$ cat src/rtl/weighted_sum_serial.sv
// Serial neuron core: bias + sum(x[i]*w[i]) through one shared multiplier,
// saturating each step, with valid/ready handshakes on both sides.
module weighted_sum_serial #(
    parameter int unsigned N     = 2,
    parameter int unsigned DW    = 18,
    parameter int unsigned ACC_W = 48
) (
    input  logic              clk,
    input  logic              rst_n,
    input  logic              in_valid,
    output logic              in_ready,
    input  logic [DW*N-1:0]   x,
    input  logic [DW*N-1:0]   w,
    input  logic [ACC_W-1:0]  bias,
    output logic              out_valid,
    input  logic              out_ready,
    output logic [ACC_W-1:0]  sum,
    output logic              fire,
    output logic              overflow
);

    localparam int unsigned VW    = DW * N;
    localparam int unsigned PW    = 2 * DW;
    localparam int unsigned SW    = ACC_W + 1;
    localparam int unsigned IDX_W = (N > 1) ? $clog2(N) : 1;

    localparam logic [IDX_W-1:0] IDX_LAST = IDX_W'(N - 1);
    localparam logic [ACC_W-1:0] ACC_MAX  = {1'b0, {(ACC_W-1){1'b1}}};
    localparam logic [ACC_W-1:0] ACC_MIN  = {1'b1, {(ACC_W-1){1'b0}}};

    typedef enum logic [1:0] {
        IDLE = 2'd0,
        MAC  = 2'd1,
        DONE = 2'd2
    } state_e;

    state_e                   state_q, state_d;
    logic [IDX_W-1:0]         idx_q, idx_d;
    logic signed [ACC_W-1:0]  acc_q, acc_d;
    logic [VW-1:0]            x_q, x_d;
    logic [VW-1:0]            w_q, w_d;
    logic                     ovf_q, ovf_d;
    logic [ACC_W-1:0]         sum_q, sum_d;
    logic                     fire_q, fire_d;
    logic                     overflow_q, overflow_d;

    logic signed [DW-1:0]     x_sel;
    logic signed [DW-1:0]     w_sel;
    logic signed [PW-1:0]     prod;
    logic signed [SW-1:0]     step_sum;
    logic [ACC_W-1:0]         step_sat;
    logic                     step_clamp;
    logic                     accept;

    // Handshake decode from registered state; out_ready->in_ready is the only comb path
    assign in_ready  = (state_q == IDLE) || ((state_q == DONE) && out_ready);
    assign out_valid = (state_q == DONE);
    assign accept    = in_valid && in_ready;

    assign sum      = sum_q;
    assign fire     = fire_q;
    assign overflow = overflow_q;

    // Select the operand pair for the current step
    always_comb begin
        x_sel = '0;
        w_sel = '0;
        for (int unsigned i = 0; i < N; i++) begin
            if (idx_q == IDX_W'(i)) begin
                x_sel = x_q[DW*i +: DW];
                w_sel = w_q[DW*i +: DW];
            end
        end
    end

    // One extra bit of headroom: the top two bits disagree exactly when the step overflows
    always_comb begin
        prod       = PW'(x_sel) * PW'(w_sel);
        step_sum   = SW'(acc_q) + SW'(prod);
        step_clamp = step_sum[SW-1] ^ step_sum[SW-2];
        if (step_clamp) begin
            step_sat = step_sum[SW-1] ? ACC_MIN : ACC_MAX;
        end else begin
            step_sat = step_sum[ACC_W-1:0];
        end
    end

    // Next-state and datapath update
    always_comb begin
        state_d    = state_q;
        idx_d      = idx_q;
        acc_d      = acc_q;
        x_d        = x_q;
        w_d        = w_q;
        ovf_d      = ovf_q;
        sum_d      = sum_q;
        fire_d     = fire_q;
        overflow_d = overflow_q;

        case (state_q)
            MAC: begin
                acc_d = step_sat;
                ovf_d = ovf_q | step_clamp;
                if (idx_q == IDX_LAST) begin
                    sum_d      = step_sat;
                    fire_d     = ~step_sat[ACC_W-1] & (|step_sat);
                    overflow_d = ovf_q | step_clamp;
                    state_d    = DONE;
                end else begin
                    idx_d = idx_q + IDX_W'(1);
                end
            end
            DONE: begin
                if (out_ready) begin
                    state_d = IDLE;
                end
            end
            default: ;
        endcase

        // Accept only happens in IDLE or DONE, so it never collides with a MAC step
        if (accept) begin
            x_d     = x;
            w_d     = w;
            acc_d   = bias;
            idx_d   = '0;
            ovf_d   = 1'b0;
            state_d = MAC;
        end
    end

    always_ff @(posedge clk or negedge rst_n) begin
        if (!rst_n) begin
            state_q    <= IDLE;
            idx_q      <= '0;
            acc_q      <= '0;
            x_q        <= '0;
            w_q        <= '0;
            ovf_q      <= 1'b0;
            sum_q      <= '0;
            fire_q     <= 1'b0;
            overflow_q <= 1'b0;
        end else begin
            state_q    <= state_d;
            idx_q      <= idx_d;
            acc_q      <= acc_d;
            x_q        <= x_d;
            w_q        <= w_d;
            ovf_q      <= ovf_d;
            sum_q      <= sum_d;
            fire_q     <= fire_d;
            overflow_q <= overflow_d;
        end
    end

endmodule
$ cat config.mk
export PLATFORM = sky130hd
export DESIGN_NAME = weighted_sum_serial
export DESIGN_NICKNAME = d
export VERILOG_FILES = /design/src/rtl/weighted_sum_serial.sv
export SDC_FILE = /design/constraint.sdc
export NUM_CORES = 1
export LEC_CHECK = 0
export ABC_CLOCK_PERIOD_IN_PS = 15100
export CORE_AREA = 3 3 324 166
export CTS_BUF_LIST = sky130_fd_sc_hd__clkbuf_16
export DETAILED_ROUTE_END_ITERATION = 8
export DIE_AREA = 0 0 327 169
export SYNTH_ARGS = -nofsm -noshare
export SYNTH_HDL_FRONTEND = slang
export SYNTH_SLANG_ARGS = --single-unit
$ cat constraint.sdc
create_clock -name clk -period 15.1 [get_ports clk]
set_clock_uncertainty 0.15 [all_clocks]
set_input_delay 2.265 -clock clk [delete_from_list [all_inputs] [get_ports clk]]
set_output_delay 2.265 -clock clk [all_outputs]
set_load 0.05 [all_outputs]
# Yosys cells after proc, flatten, opt, wreduce, memory -nomap -nowiden
# Index checks and enable logic that the tools add are counted.
# op_classes
bitwise	4
n_reduce_logical	9
n_mul	1
add_sub_neg	2
n_mux	15
eq_ne	4
# ops
cell	n
$mux W48	4
$add A48 B36 Y49	1
$reduce_or A48 Y1	1
$mul A18 B18 Y36	1
$mux W18	2
$mux W2	3
$mux W1	5
$pmux W2 S2	1
$ne A3 B1 Y1 const B	1
$ne A3 B3 Y1 const B	1
$reduce_and A3 Y1	1
$reduce_bool A3 Y1	1
$eq A2 B1 Y1 const B	1
$eq A2 B2 Y1 const B	1
$logic_and A1 B1 Y1	2
$logic_not A2 Y1	1
$reduce_and A2 Y1	1
$reduce_bool A2 Y1	1
$add A1 B1 Y1 const B	1
$and A1 B1 Y1	1
$logic_or A1 B1 Y1	1
$not A1 Y1	1
$or A1 B1 Y1	1
$xor A1 B1 Y1	1
# totals
ff_bits	174
word_cells	44
in_bits	124
out_inout_bits	52

# Logic depth before layout (Yosys ltp)
# Gate-level depths: netlist of the first run.
# depth
depth_word	7
depth_mapped	32
mapped_depth_nobuf	27

# Least setup slack after synthesis of the first run
# No wires, ideal clock.
# synth_path
kind	register -> register
from	register idx_q
to	register fire_q, in the netlist fire
period_less_slack_ns	8.949
slack_ns	6.151
n_path_buf	5
stages_incl_launch_ff	29
setup_ns	0.078
required_ns	14.872
arrival_time_ns	8.721
path_cell_list	dfrtp_1 -> clkbuf_1 -> buf_1 -> buf_1 -> mux2_2 -> nand2_1 -> fa_1 -> inv_1 -> fa_1 -> inv_1 -> fa_1 -> fa_1 -> inv_1 -> fa_1 -> fa_1 -> ha_1 -> ha_1 -> buf_2 -> and3_4 -> and2_4 -> a221o_1 -> a311o_1 -> a311o_1 -> a21oi_2 -> xor2_2 -> buf_4 -> maj3_1 -> and4bb_1 -> a21oi_1
# synth_between
elab_chain_cells	7
elab_cells_between_ends	11
cone_classes	1 x add/sub; 1 x mul; 4 x mux; 3 x bitwise; 2 x reduce/logical
# synth_rtl
item	line	rtl
start, declared	38	logic [IDX_W-1:0] idx_q, idx_d;
start signal, assigned	145	idx_q <= idx_d;
$mux W18	69	if (idx_q == IDX_W'(i)) begin
$mul A18 B18 Y36	78	prod = PW'(x_sel) * PW'(w_sel);
$add A48 B36 Y49	79	step_sum = SW'(acc_q) + SW'(prod);
$mux W48 / $xor A1 B1 Y1 (equally long branches)	82, 80	
$mux W48	81	if (step_clamp) begin
$reduce_or A48 Y1 / $not A1 Y1 (equally long branches)	106	fire_d = ~step_sat[ACC_W-1] & (|step_sat);
$and A1 B1 Y1	106	
end signal, assigned	151	fire_q <= fire_d;
end, declared	44	logic fire_q, fire_d;
# Parallel ways exist; a longest one is shown, timed or not.
# A chain may end at the register's enable or synchronous reset.

# Final worst setup path of the first run
# Same ends and word-level chain as after synthesis.

==> results of run 1 <==
## layer usage
metal / global-route usage (%) / vias to the layer above
met1: 37.4 / 8838
li1: - / 7610
met2: 35.0 / 491
met3: 6.53 / 51
met4: 4.29 / 0
met5: 0 / -
## area by class of cell
cell class                 instances  area [sq um]  share of cell area [%]
timing repair buffer             204          1970                    7.55
sequential                       174          4360                    16.7
clock inverter                    15           183                   0.699
tap                              701           877                    3.35
clock buffer                      17           425                    1.63
multi-input combinational       1613         16600                    63.5
inverter                         464          1740                    6.66
## tightest hold or removal path, cell delays in order (launching register included)
cell	delay [ps]
dfrtp_1	350
nand2_1	50
o21ai_1	60
## final timing paths
| kind | startpoint | to | slack (ps) | depth (start not counted) |
|---|---|---|---|---|
| worst min register to register | sum[7] | sum[7] | 340 | 2 |
| worst min-delay path | sum[7] | sum[7] | 340 | 2 |
| max in group asynchronous | rst_n | idx_q | 11520 | 2 |
| worst max register to register | idx_q | fire | 4670 | 25 |
| min in group asynchronous | rst_n | sum[4] | 1740 | 1 |
| worst max-delay path | idx_q | fire | 4670 | 25 |
## cells by family after synthesis
group           count (synthesis)
buf+inv                       551
simple gates                  525
compound gates                313
mux                           135
fa+ha+maj                     593
flops                         174
xor+xnor                       47
## placed cells by master (no fill, tap or decap), types with 9 or more instances in the layout
| cell type | n |
|---|---|
| inv_1 | 464 |
| fa_1 | 420 |
| nand2_1 | 230 |
| nor2_1 | 197 |
| clkdlybuf4s50_1 | 174 |
| dfrtp_1 | 173 |
| ha_1 | 139 |
| mux2_2 | 102 |
| o21ai_1 | 100 |
| a21oi_1 | 60 |
| a22oi_1 | 47 |
| maj3_1 | 34 |
| mux2i_1 | 33 |
| a21o_1 | 30 |
| buf_4 | 29 |
| xnor2_1 | 24 |
| xor2_1 | 22 |
| clkbuf_16 | 17 |
| and2_1 | 16 |
| o21ai_0 | 16 |
| nand4_1 | 14 |
| and3_1 | 12 |
| nand3_1 | 12 |
| nand2b_1 | 9 |
## state kept, by name, summed over array words and instances (netlist names)
| register | cells |
|---|---|
| ovf_q | 1 |
| sum | 48 |
| w_q | 36 |
| x_q | 36 |
| acc_q | 48 |
| fire | 1 |
| state_q | 2 |
| idx_q | 1 |
| overflow | 1 |
## through the flow
step	instance area (sq um)	hold slack [ps]	util [%]	cells
3_5_place_dp	25500	329	49.6	3156
3_3_place_gp	25500	324	49.6	3156
2_1_floorplan	23000	312	-	2338
4_1_cts	26200	346	50.8	3188
5_1_grt	26200	361	50.8	3188
6_report	26200	339	50.8	3188
==> flow_summary.yaml, run 1 <==
route:
  ant_nets: 0
  num_vias: 17000
  wl_met2_microns: 27900
  wl_met3_microns: 4940
  routed_wl_microns: 65400
  drc: 0
  met1_length_microns: 31700
  viasPerCell: 5.33
  drtPass1Iterations: 5
  highest_layer: "met4"
  wire_per_inst_microns: 20.5
  drt-initial-drc-count: 1260
timing:
  rsz0062_at_grt: "no"
  maxSlewHeadroom_pct: 11.6
  tns_ps: 0
  hold_viol_final: 0
  finalSetupViolations: 0
  maxSlewViolCount: 0
  fin_crit_ps: 10430
  fmax_mhz: 95.9
  tightestPinTransition_ps: 1320
  fin_ws_ps: 4670
  fin_crit_sh_pct: 69.1
status:
  outcome: "complete, no violations"
yosys:
  synth_most_common_cell: "inv_1"
  synth_top_area_cell: "fa_1"
  ys.warnings.count: 0
  ys_ff_latch: 174
  synth_adder_area_share_pct: 45.6
  synthCells: 2338
  synth_top_family_by_area: "adder cells"
  synthDistinctLibCells: 67
  synthFlopType: "dfrtp_1"
  synth_area_per_cell_sq_um: 9.84
  synth_area_sq_um: 23000
  synth_top_area_share_pct: 36.5
  muxShareOfSynthArea_pct: 6.43
  yosys-top-cells-count: "inv_1 (464), fa_1 (420), nand2_1 (231)"
  async_flop_share_pct: 100
  synth-simple-area-share_pct: 9.67
  ys_seq_area_share_pct: 18.9
  synth-xor-area-share_pct: 1.82
  syn_nets: 3021
  netlist_top_cells_area: "fa_1 (37%), dfrtp_1 (19%), inv_1 (7.6%), ha_1 (7.6%), mux2_2 (5.0%)"
  synth-compound-area-share_pct: 8.52
  synth_edf_count: 0
min_path:
  hp-class: "flop to flop"
cts:
  clock_path_buffers: 2
  root_buffer: "clkbuf_16"
  clock_sinks: 174
  htree_levels: 4
  cts_setup_buffers: 0
  cts_hold_buffers: 0
  cts_buffers: 17
  clk-insertion-delay-late_ps: 460
  cts_repair_resize_count: 0
  cts_tree: "built"
  clkTransAtPathRegs_ps: 80
global_routing:
  grt_pass1_vias: 17600
  grt_max_degree: 105
  grt_pass1_wl_microns: 104000
  antenna_found_initial: 0
  grt-ovfl-total: 0
  grtUsageTotal_pct: 24.5
die:
  start_util_pct: 44.7
  fp.dieH_microns: 169
  die-area_sq_um: 55300
  row_count: 59
  core_area_sq_um: 51500
  die_w_microns: 327
  ioPinCount: 176
layout:
  area_delta_synth_final_pct: 13.6
  fill_cells: 4770
  finalNetCount: 3157
  drive_above_1_share_pct: 7.40
  antenna_cells: 0
critical_path:
  worstPathArrival_ps: 10670
  startpoint_type: "flop"
  path_delay_family: "adder cells"
  worstPathRequired_ps: 15350
  crit_top_cell: "fa_1"
  worst-path-max-fanout: 39
  crit_buf_inv: 4
  max_stage_delay_ps: 1040
  crit_type: "flop to flop"
  end_kind: "flop"
  cp_slowest_cell: "mux2i_1"
placement:
  gp_congestion: 0.927
  dp_hpwl_microns: 55200
  io_buffers: 175
  pre_cts_ws_ps: 4860
run:
  drv_cap: 0
Power of run 1 is not shown: default switching activity piles up to over one toggle a cycle in this logic, so the estimate is an artifact.
==> run 2, diff against run 1 <==
--- a/config.mk
+++ b/config.mk
@@ -5,7 +5,7 @@
 export SDC_FILE = /design/constraint.sdc
 export NUM_CORES = 1
 export LEC_CHECK = 0
-export ABC_CLOCK_PERIOD_IN_PS = 15100
+export ABC_CLOCK_PERIOD_IN_PS = 10600
 export CORE_AREA = 3 3 324 166
 export CTS_BUF_LIST = sky130_fd_sc_hd__clkbuf_16
 export DETAILED_ROUTE_END_ITERATION = 8
==> constraint.sdc (replaced) <==
create_clock -name clk -period 10.6 [get_ports clk]
set_clock_uncertainty 0.15 [all_clocks]
set_input_delay 1.59 -clock clk [delete_from_list [all_inputs] [get_ports clk]]
set_output_delay 1.59 -clock clk [all_outputs]
set_load 0.05 [all_outputs]
==> flow_summary.yaml, run 2 (same netlist as run 1, synthesis figures left out) <==
status:
  outcome: "complete, no violations"
timing:
  maxSlewHeadroom_pct: 10.9
  hold_viol_final: 0
  fmax_mhz: 103
  fin_ws_ps: 909
  finalSetupViolations: 0
  tightestPinTransition_ps: 1300
  rsz0062_at_grt: "no"
  fin_crit_ps: 9690
  tns_ps: 0
  holdWs_ps: 343
  maxSlewViolCount: 0
  fin_crit_sh_pct: 91.4
cts:
  cts_repair_resize_count: 0
  htree_levels: 4
  clock_sinks: 174
  clock_path_buffers: 2
  clk-insertion-delay-late_ps: 480
  clkTransAtPathRegs_ps: 90
  cts_tree: "built"
  cts_setup_buffers: 0
  root_buffer: "clkbuf_16"
  cts_buffers: 17
  cts_hold_buffers: 0
die:
  fp.dieH_microns: 169
  start_util_pct: 44.7
  ioPinCount: 176
  die-area_sq_um: 55300
  die_w_microns: 327
  row_count: 59
  core_area_sq_um: 51500
min_path:
  hp-class: "flop to flop"
  hp-start: "sum[26]"
  holdPathEnd: "sum[26]"
  whs_path_depth: 2
critical_path:
  crit_type: "flop to flop"
  r2r_cells: 22
  rrSetupSlack_ps: 910
  end_kind: "flop"
  r2r_start: "idx_q"
  worstPathRequired_ps: 10840
  r2r_end: "sum[40]"
  worst-path-max-fanout: 35
  worstPathArrival_ps: 9930
  startpoint_type: "flop"
global_routing:
  grt_pass1_vias: 18000
  grt_pass1_wl_microns: 107000
  grt-ovfl-total: 0
  antenna_found_initial: 2
  grt_max_degree: 101
  grtUsageTotal_pct: 25.5
route:
  ant_nets: 0
  drtPass1Iterations: 5
  viasPerCell: 5.35
  drt-initial-drc-count: 1479
  drc: 0
  routed_wl_microns: 68000
  num_vias: 17100
  wire_per_inst_microns: 21.3
layout:
  post-route-util_pct: 50.9
  antenna_cells: 0
  final_common_cell: "inv_1"
  layout_common_cells: "inv_1 (464), fa_1 (420), nand2_1 (230)"
  finalNetCount: 3170
  area_delta_synth_final_pct: 13.9
  drive_above_1_share_pct: 7.96
placement:
  io_buffers: 175
  dp_hpwl_microns: 57600
  pre_cts_ws_ps: 1080
  gp_congestion: 0.923
run:
  drv_cap: 0
-- run 2: cell count changes in the layout (fill, tap and decap cells not counted), sizes merged --
cell      before  now
buf           29   42
bufinv         3    0
clkinvlp       1    0
inv          470  474
-- run 2: worst max-delay path by stage --
| stage | from | to | slack [ps] | cells past startpoint |
|---|---|---|---|---|
| global placement | idx_q | fire | 1190 | 25 |
| detailed placement | idx_q | fire | 1080 | 25 |
| CTS | idx_q | fire | 1010 | 25 |
| floorplan | idx_q | fire | 1650 | 28 |
| global route | idx_q | fire | 410 | 25 |
| finish | idx_q | sum[40] | 910 | 22 |
-- run 2: area by class of cell --
type                    instances  area, sq um
clock buffers                  17          425
clock inverters                15          140
fillers                      4760        25200
inverters                     464         1740
multi-input cells            1613        16600
flip-flops and latches        174         4360
well taps                     701          877
repair buffers                217         2070
-- run 2: per-layer routing --
layer,GRT usage [%],vias up,wire length [microns]
li1,-,7627,-
met1,41.2,8899,34100
met2,35.2,540,27900
met3,5.28,54,5330
met4,3.84,6,680
met5,0,-,43
-- run 2: stage by stage --
stage,instances,area [sq um]
after floorplan,2338,23000
after global placement,3169,25600
after detailed placement,3169,25600
after CTS,3201,26200
after global routing,3201,26200
final,3201,26200
-- run 2: worst max-delay path, cell delays in order (launching register included) --
cell     delay [ps]
dfrtp_4         830
buf_4           370
mux2i_1         480
nor2_1          180
inv_1           120
fa_1            450
fa_1            650
fa_1            600
fa_1            750
inv_1           280
fa_1            570
fa_1            420
ha_1            280
ha_1            420
and2_4          210
a221o_1         360
a311o_1         320
a311o_1         410
a21oi_2         180
xor2_2           90
nor2_1          910
o21ai_1         310
o21ai_1         210
Power of run 2 is left out for the same reason.
